### src/rtl/fetch_unit.sv
// fetch_unit: program counter and instruction register stage of the VeriRISC
// core. It holds PC and IR, decodes the opcode field for the sequence
// controller, and drives the memory address mux. The mux selects PC during
// fetch and the IR operand during execute.
// Optional feature: define FETCH_UNIT_RETIRE_CNT_EN to add a 16-bit saturating
// count of retired instruction loads on output 'retired'.

package control_pkg;
  typedef enum logic [2:0] {
    HLT = 3'b000,
    SKZ = 3'b001,
    ADD = 3'b010,
    AND = 3'b011,
    XOR = 3'b100,
    LDA = 3'b101,
    STO = 3'b110,
    JMP = 3'b111
  } opcode_t;
endpackage

module fetch_unit #(
  parameter int AWIDTH = 5,
  parameter int DWIDTH = 8
) (
  input  logic                 clk,
  input  logic                 rst,
  input  logic [DWIDTH-1:0]    mem_data,
  input  logic                 fetch,
  input  logic                 load_ir,
  input  logic                 inc_pc,
  input  logic                 load_pc,
  input  logic                 halt,
  output control_pkg::opcode_t opcode,
  output logic [AWIDTH-1:0]    ir_addr,
  output logic [AWIDTH-1:0]    pc,
  output logic [AWIDTH-1:0]    addr,
  output logic                 halted
`ifdef FETCH_UNIT_RETIRE_CNT_EN
  ,
  output logic [15:0]          retired
`endif
);

  // The opcode field is fixed at three bits, so the word must be opcode plus operand.
  if (DWIDTH != AWIDTH + 3) begin : g_bad_width
    $error("fetch_unit: DWIDTH must equal AWIDTH + 3");
  end

  logic [DWIDTH-1:0] ir;
  logic [AWIDTH-1:0] pc_q;
  logic              halted_q;

  // PC update. A jump load takes priority over increment, and the increment
  // wraps silently. The load uses the IR value from before this edge.
  always_ff @(posedge clk or posedge rst) begin
    if (rst) begin
      pc_q <= '0;
    end else if (!halted_q) begin
      if (load_pc) begin
        pc_q <= ir[AWIDTH-1:0];
      end else if (inc_pc) begin
        pc_q <= pc_q + AWIDTH'(1);
      end
    end
  end

  // IR capture from memory. It is frozen once the core has halted.
  always_ff @(posedge clk or posedge rst) begin
    if (rst) begin
      ir <= '0;
    end else if (!halted_q && load_ir) begin
      ir <= mem_data;
    end
  end

  // Sticky halt flag. Only reset clears it. Because it is registered, strobes
  // on the same edge as the halt request still take effect.
  always_ff @(posedge clk or posedge rst) begin
    if (rst) begin
      halted_q <= 1'b0;
    end else if (halt) begin
      halted_q <= 1'b1;
    end
  end

`ifdef FETCH_UNIT_RETIRE_CNT_EN
  logic [15:0] retired_cnt;

  // Count of accepted instruction loads. It saturates at all-ones and holds while halted.
  always_ff @(posedge clk or posedge rst) begin
    if (rst) begin
      retired_cnt <= '0;
    end else if (!halted_q && load_ir && (retired_cnt != 16'hFFFF)) begin
      retired_cnt <= retired_cnt + 16'd1;
    end
  end

  assign retired = retired_cnt;
`endif

  // Decode is a plain slice of the IR. Every encoding is a legal opcode.
  assign opcode  = control_pkg::opcode_t'(ir[DWIDTH-1:AWIDTH]);
  assign ir_addr = ir[AWIDTH-1:0];
  assign pc      = pc_q;
  assign halted  = halted_q;

  // The address mux is combinational so memory sees the new address in the same cycle.
  always_comb begin
    addr = fetch ? pc_q : ir[AWIDTH-1:0];
  end

endmodule

### config.mk
export PLATFORM = sky130hd
export DESIGN_NAME = fetch_unit
export DESIGN_NICKNAME = d
export VERILOG_FILES = /design/src/rtl/fetch_unit.sv
export SDC_FILE = /design/constraint.sdc
export NUM_CORES = 1
export LEC_CHECK = 0
export ABC_CLOCK_PERIOD_IN_PS = 2200
export CAP_MARGIN = 15
export CORE_AREA = 2 2 44 46
export DETAILED_ROUTE_END_ITERATION = 10
export DIE_AREA = 0 0 46 48
export GPL_TIMING_DRIVEN = 0
export MAX_ROUTING_LAYER = met4
export PLACE_DENSITY = 0.8
export SLEW_MARGIN = 15
export SYNTH_ARGS = -nofsm -noshare
export SYNTH_HDL_FRONTEND = slang
export SYNTH_SLANG_ARGS = --single-unit
### constraint.sdc
create_clock -name clk -period 2.2 [get_ports clk]
set_input_delay 0.55 -clock clk [delete_from_list [all_inputs] [get_ports clk]]
set_output_delay 0.55 -clock clk [all_outputs]
set_load 0.1 [all_outputs]
After elaboration in Yosys (flattened, before gate mapping)
Index checks and enable logic that the tools add are counted.

cells by class
  $add $sub $neg = 1
  muxes and demuxes = 3
  bitwise operators = 1
  reductions and logical operators = 4

operators with widths
  cell                                                           number
  5-bit 2-to-1 mux                                               3
  5-bit by 1-bit adder with 5-bit output, second input constant  1
  2-bit AND reduction                                            1
  2-bit nonzero test                                             1
  1-bit logical AND                                              1
  1-bit logical NOT                                              1
  1-bit NOT                                                      1

storage, ports and cells
  bits in registers = 14
  output and inout port bits = 19
  word-level logic and storage cells = 12

Longest topological paths before layout
  depth in word-level cells = 3
  depth in mapped cells = 4
  depth with buffers taken out = 4

Worst setup path before layout
Ideal clock, no wire load.

  path kind = register -> output
  start point = reg pc_q[0], in the netlist pc[0]
  end point = out addr[0]
  data arrival time = 1623 ps
  required time = 1650 ps
  setup slack = 27 ps
  stages on the path, launching flop included = 2
  cell sequence = dfrtp_1 > mux2_2

between the ends
  word-level cells in the longest chain between the ends = 1

ends and longest elaborated chain
  element                 RTL line  RTL
  from (decl)             50        logic [AWIDTH-1:0] pc_q;
  from (signal assigned)  60        pc_q <= ir[AWIDTH-1:0];
  from (signal assigned)  62        pc_q <= pc_q + AWIDTH'(1);
  5-bit 2-to-1 mux        109       addr = fetch ? pc_q : ir[AWIDTH-1:0];
  to (decl)               36        output logic [AWIDTH-1:0] addr,

No other way between the ends.

Worst setup path after layout
  start point = reg pc_q[0], in the netlist pc[0]
  end point = out pc[0]

RTL lines
  element    RTL line  RTL
  to (decl)  35        output logic [AWIDTH-1:0] pc,

No word-level cell between the ends.

==> summary.txt <==
STA
  • Max-Slew Margin vs Limit: 0.3625
  • Final worst-path setup slack: 55.50 ps
  • Peak Freq: 0.4663 GHz
  • Fin. max-slew vios: 0
  • Tcrit/Tclk final: 0.9748
  • Final Setup Violations: 0
  • Worst-case clock skew: 0.8654 ps
  • RSZ-0062 raised after global routing: false
  • Period minus WS final: between 2000 and 2500 ps
  • Final Hold Viols: 0
  • Tightest Pin Transition: 960.1 ps

Synthesis
  • Synth Flop Type: dfrtp_1
  • Syn nets: 74
  • Post-synth top area share: 0.5036
  • Seq/Total Area, Yosys: 0.5036
  • Synth warn: 0
  • Synth cell count leaders: 14 x dfrtp_1, 13 x mux2_2, 4 x o21ai_0
  • Synth async-reset ratio: 1.000
  • Synth unique cells: 21
  • Top post-synthesis cells by area: dfrtp_1 50%, mux2_2 21%, a311o_1 2.9%
  • Synth area leader: dfrtp_1
  • Yosys reg bits: 14
  • Gate Count Post-Synth: 58
  • Count leader, synth: dfrtp_1
  • Mapped Area: 695.7 um^2
  • Number of synthesized flops with an enable pin: 0
  • Post-synthesis area per instance: 11.99 um^2

Floorplan
  • Die H: 48 um
  • Die W: 46 um
  • IO Pins: 34
  • Die ar.: 2208 um^2
  • Core area: about 1700 um^2
  • Initial core utilization: 0.4119
  • Rows: 15

Clock tree
  • Root buf cell: clkbuf_4
  • # resized after CTS: 41
  • CTS Buf Count: 3
  • CTS Hold Bufs: 0
  • H-tree level count: 1
  • Bufs on Longest Clock Path: 2
  • Worst-Skew Late Latency: about 280 ps
  • Num Clock Sinks: 14
  • Post-CTS Setup Bufs: 0
  • Clock Pin Slew Worst Setup and Hold Paths: 80 ps
  • CTS tree: built

Place
  • Dpl ws: -864.5 ps
  • Port bufs: 33
  • HPWL Detailed: 1.236 mm
  • RD Place Congestion: 0.8100

Global route
  • Initial antenna violation count: 0
  • Gr ovfl total: 0
  • Largest net degree at the start of global routing: 15
  • First-pass GRT wire length: 2.504 mm
  • Tot GR Track Use: 0.1701
  • Vias in the first global route: 549

Routing
  • Post-DRT Antenna Nets: 0
  • Via count: between 600 and 700
  • DRT Wirelength: 1.659 mm
  • DR vias/cell: 5.598
  • Number of remaining DRC errors: 0
  • DR iter-0 viols: 9
  • Drt wl/cell: 14.81 um
  • DR pass1 iterations: 4

Setup path
  • Slowest CP cell: dlygate4sd2_1
  • Crit path buf inv count: 1
  • Critical path type: register to output port
  • CP top delay family: buffers and inverters
  • Critical R2R Capture: pc[4]
  • CP max stage delay: 880 ps
  • Critical-path cell list: dlygate4sd2_1
  • Reg2reg path depth: 4
  • Crit path to: pc[0]
  • Worst EP required: 1650 ps
  • WP data arrival: around 1600 ps
  • Startpoint types: register
  • Crit end category: output port
  • Flop2flop setup slack: 890 ps
  • Crit Path Max Fanout: 6
  • R2r startpoint: pc[0]
  • Critical Path Source: pc[0]
  • Crit path depth: 1

Min path
  • Min-delay worst type: register to register

Cells and area
  • Final net count: 112
  • Share of cells above drive strength 1: 0.2737
  • Diode count: 0
  • Fill count: 160
  • Layout overhead on the synthesized area: 49.82%
  • Post-route core utilization: 0.6170

Run
  • Max-Cap Viols: 0

Outcome
  • Status: finished clean

Power
  • Leak Pwr: between 0.4 and 0.5 nW
  • Pwr/cell area: 826.9 nW/um^2
  • VDD IR max: 0.4715 mV
[metrics by stage]
stage	area (um^2)	power, mW	hold WS (ps)	std cells	setup TNS [ps]
floorplan	695.7	0.6036	439.2	58	0
global placement	1047	0.7075	490.2	108	-4218
detailed placement	1047	0.7133	500.3	108	-4301
CTS	1042	0.8704	515.5	112	0
global route	1042	0.8900	524.6	112	0
finish	1042	0.8618	512.7	112	0
[per-layer routing]
layer	GRT usage	part of all wire
met5	-	0
met4	0.06857	0.020
met3	0.03396	0.045
met2	0.2583	0.50
met1	0.2214	0.44
[kinds of logic (layout without fill, tap and decap cells)]
kind of cell / after synthesis / count (layout) / synth area share
muxes: 13 / 13 / 0.2104
and+or+nand+nor: 12 / 12 / 0.09354
AOI/OAI and AO/OA: 13 / 13 / 0.1331
buffers and inverters: 5 / 42 / 0.04137
adders and majority gates: 1 / 1 / 0.01798
DFF: 14 / 14 / 0.5036
[how the worst min path moves through the flow]
stage               startpoint  endpoint  depth (start not counted)
global placement         ir[5]     ir[5]                          1
CTS                      ir[6]     ir[6]                          1
finish                   ir[6]     ir[6]                          1
detailed placement       ir[7]     ir[7]                          1
floorplan                  rst    halted                          1
global route             ir[6]     ir[6]                          1
[sequential cells by signal (all words and copies together), names as in the netlist]
| name | flops |
|---|---|
| pc | 5 |
| ir | 8 |
| halted | 1 |
[cell usage in the layout, fill, tap and decap left out]
master and instances:
clkbuf_8 1, a32oi_1 1, a311o_1 2, a31oi_1 1
clkdlybuf4s50_1 13, inv_1 2, ha_1 1, a21oi_1 1
o21ai_0 4, nor2b_1 2, nor2_1 2, dlygate4sd2_1 15
mux2_2 13, dfrtp_1 14, and2_1 1, buf_6 1
a22oi_1 1, nand2_1 2, buf_2 6, or2_2 1
nand4_1 2, nor4_1 2, o21bai_1 1, a22o_1 2
buf_4 1, clkbuf_4 3
[area by class of cell]
type / count / area [um^2] / share of cell area
sequential: 14 / 350.3 / 0.3361
inverter: 2 / 7.507 / 0.007203
multi-input combinational: 39 / 316.6 / 0.3037
timing repair buffer: 33 / 289.0 / 0.2773
tap: 17 / 21.27 / 0.02041
buffer: 3 / 21.27 / 0.02041
clock buffer: 4 / 36.28 / 0.03481
[where the power goes]
group / internal [mW] / switching [mW] / total, mW
clock: 0.101 / 0.0828 / 0.183
sequential: 0.280 / 0.0222 / 0.302
combinational: 0.0800 / 0.296 / 0.376
total: 0.461 / 0.401 / 0.862
No activity file was read; power rests on OpenSTA's default activity.
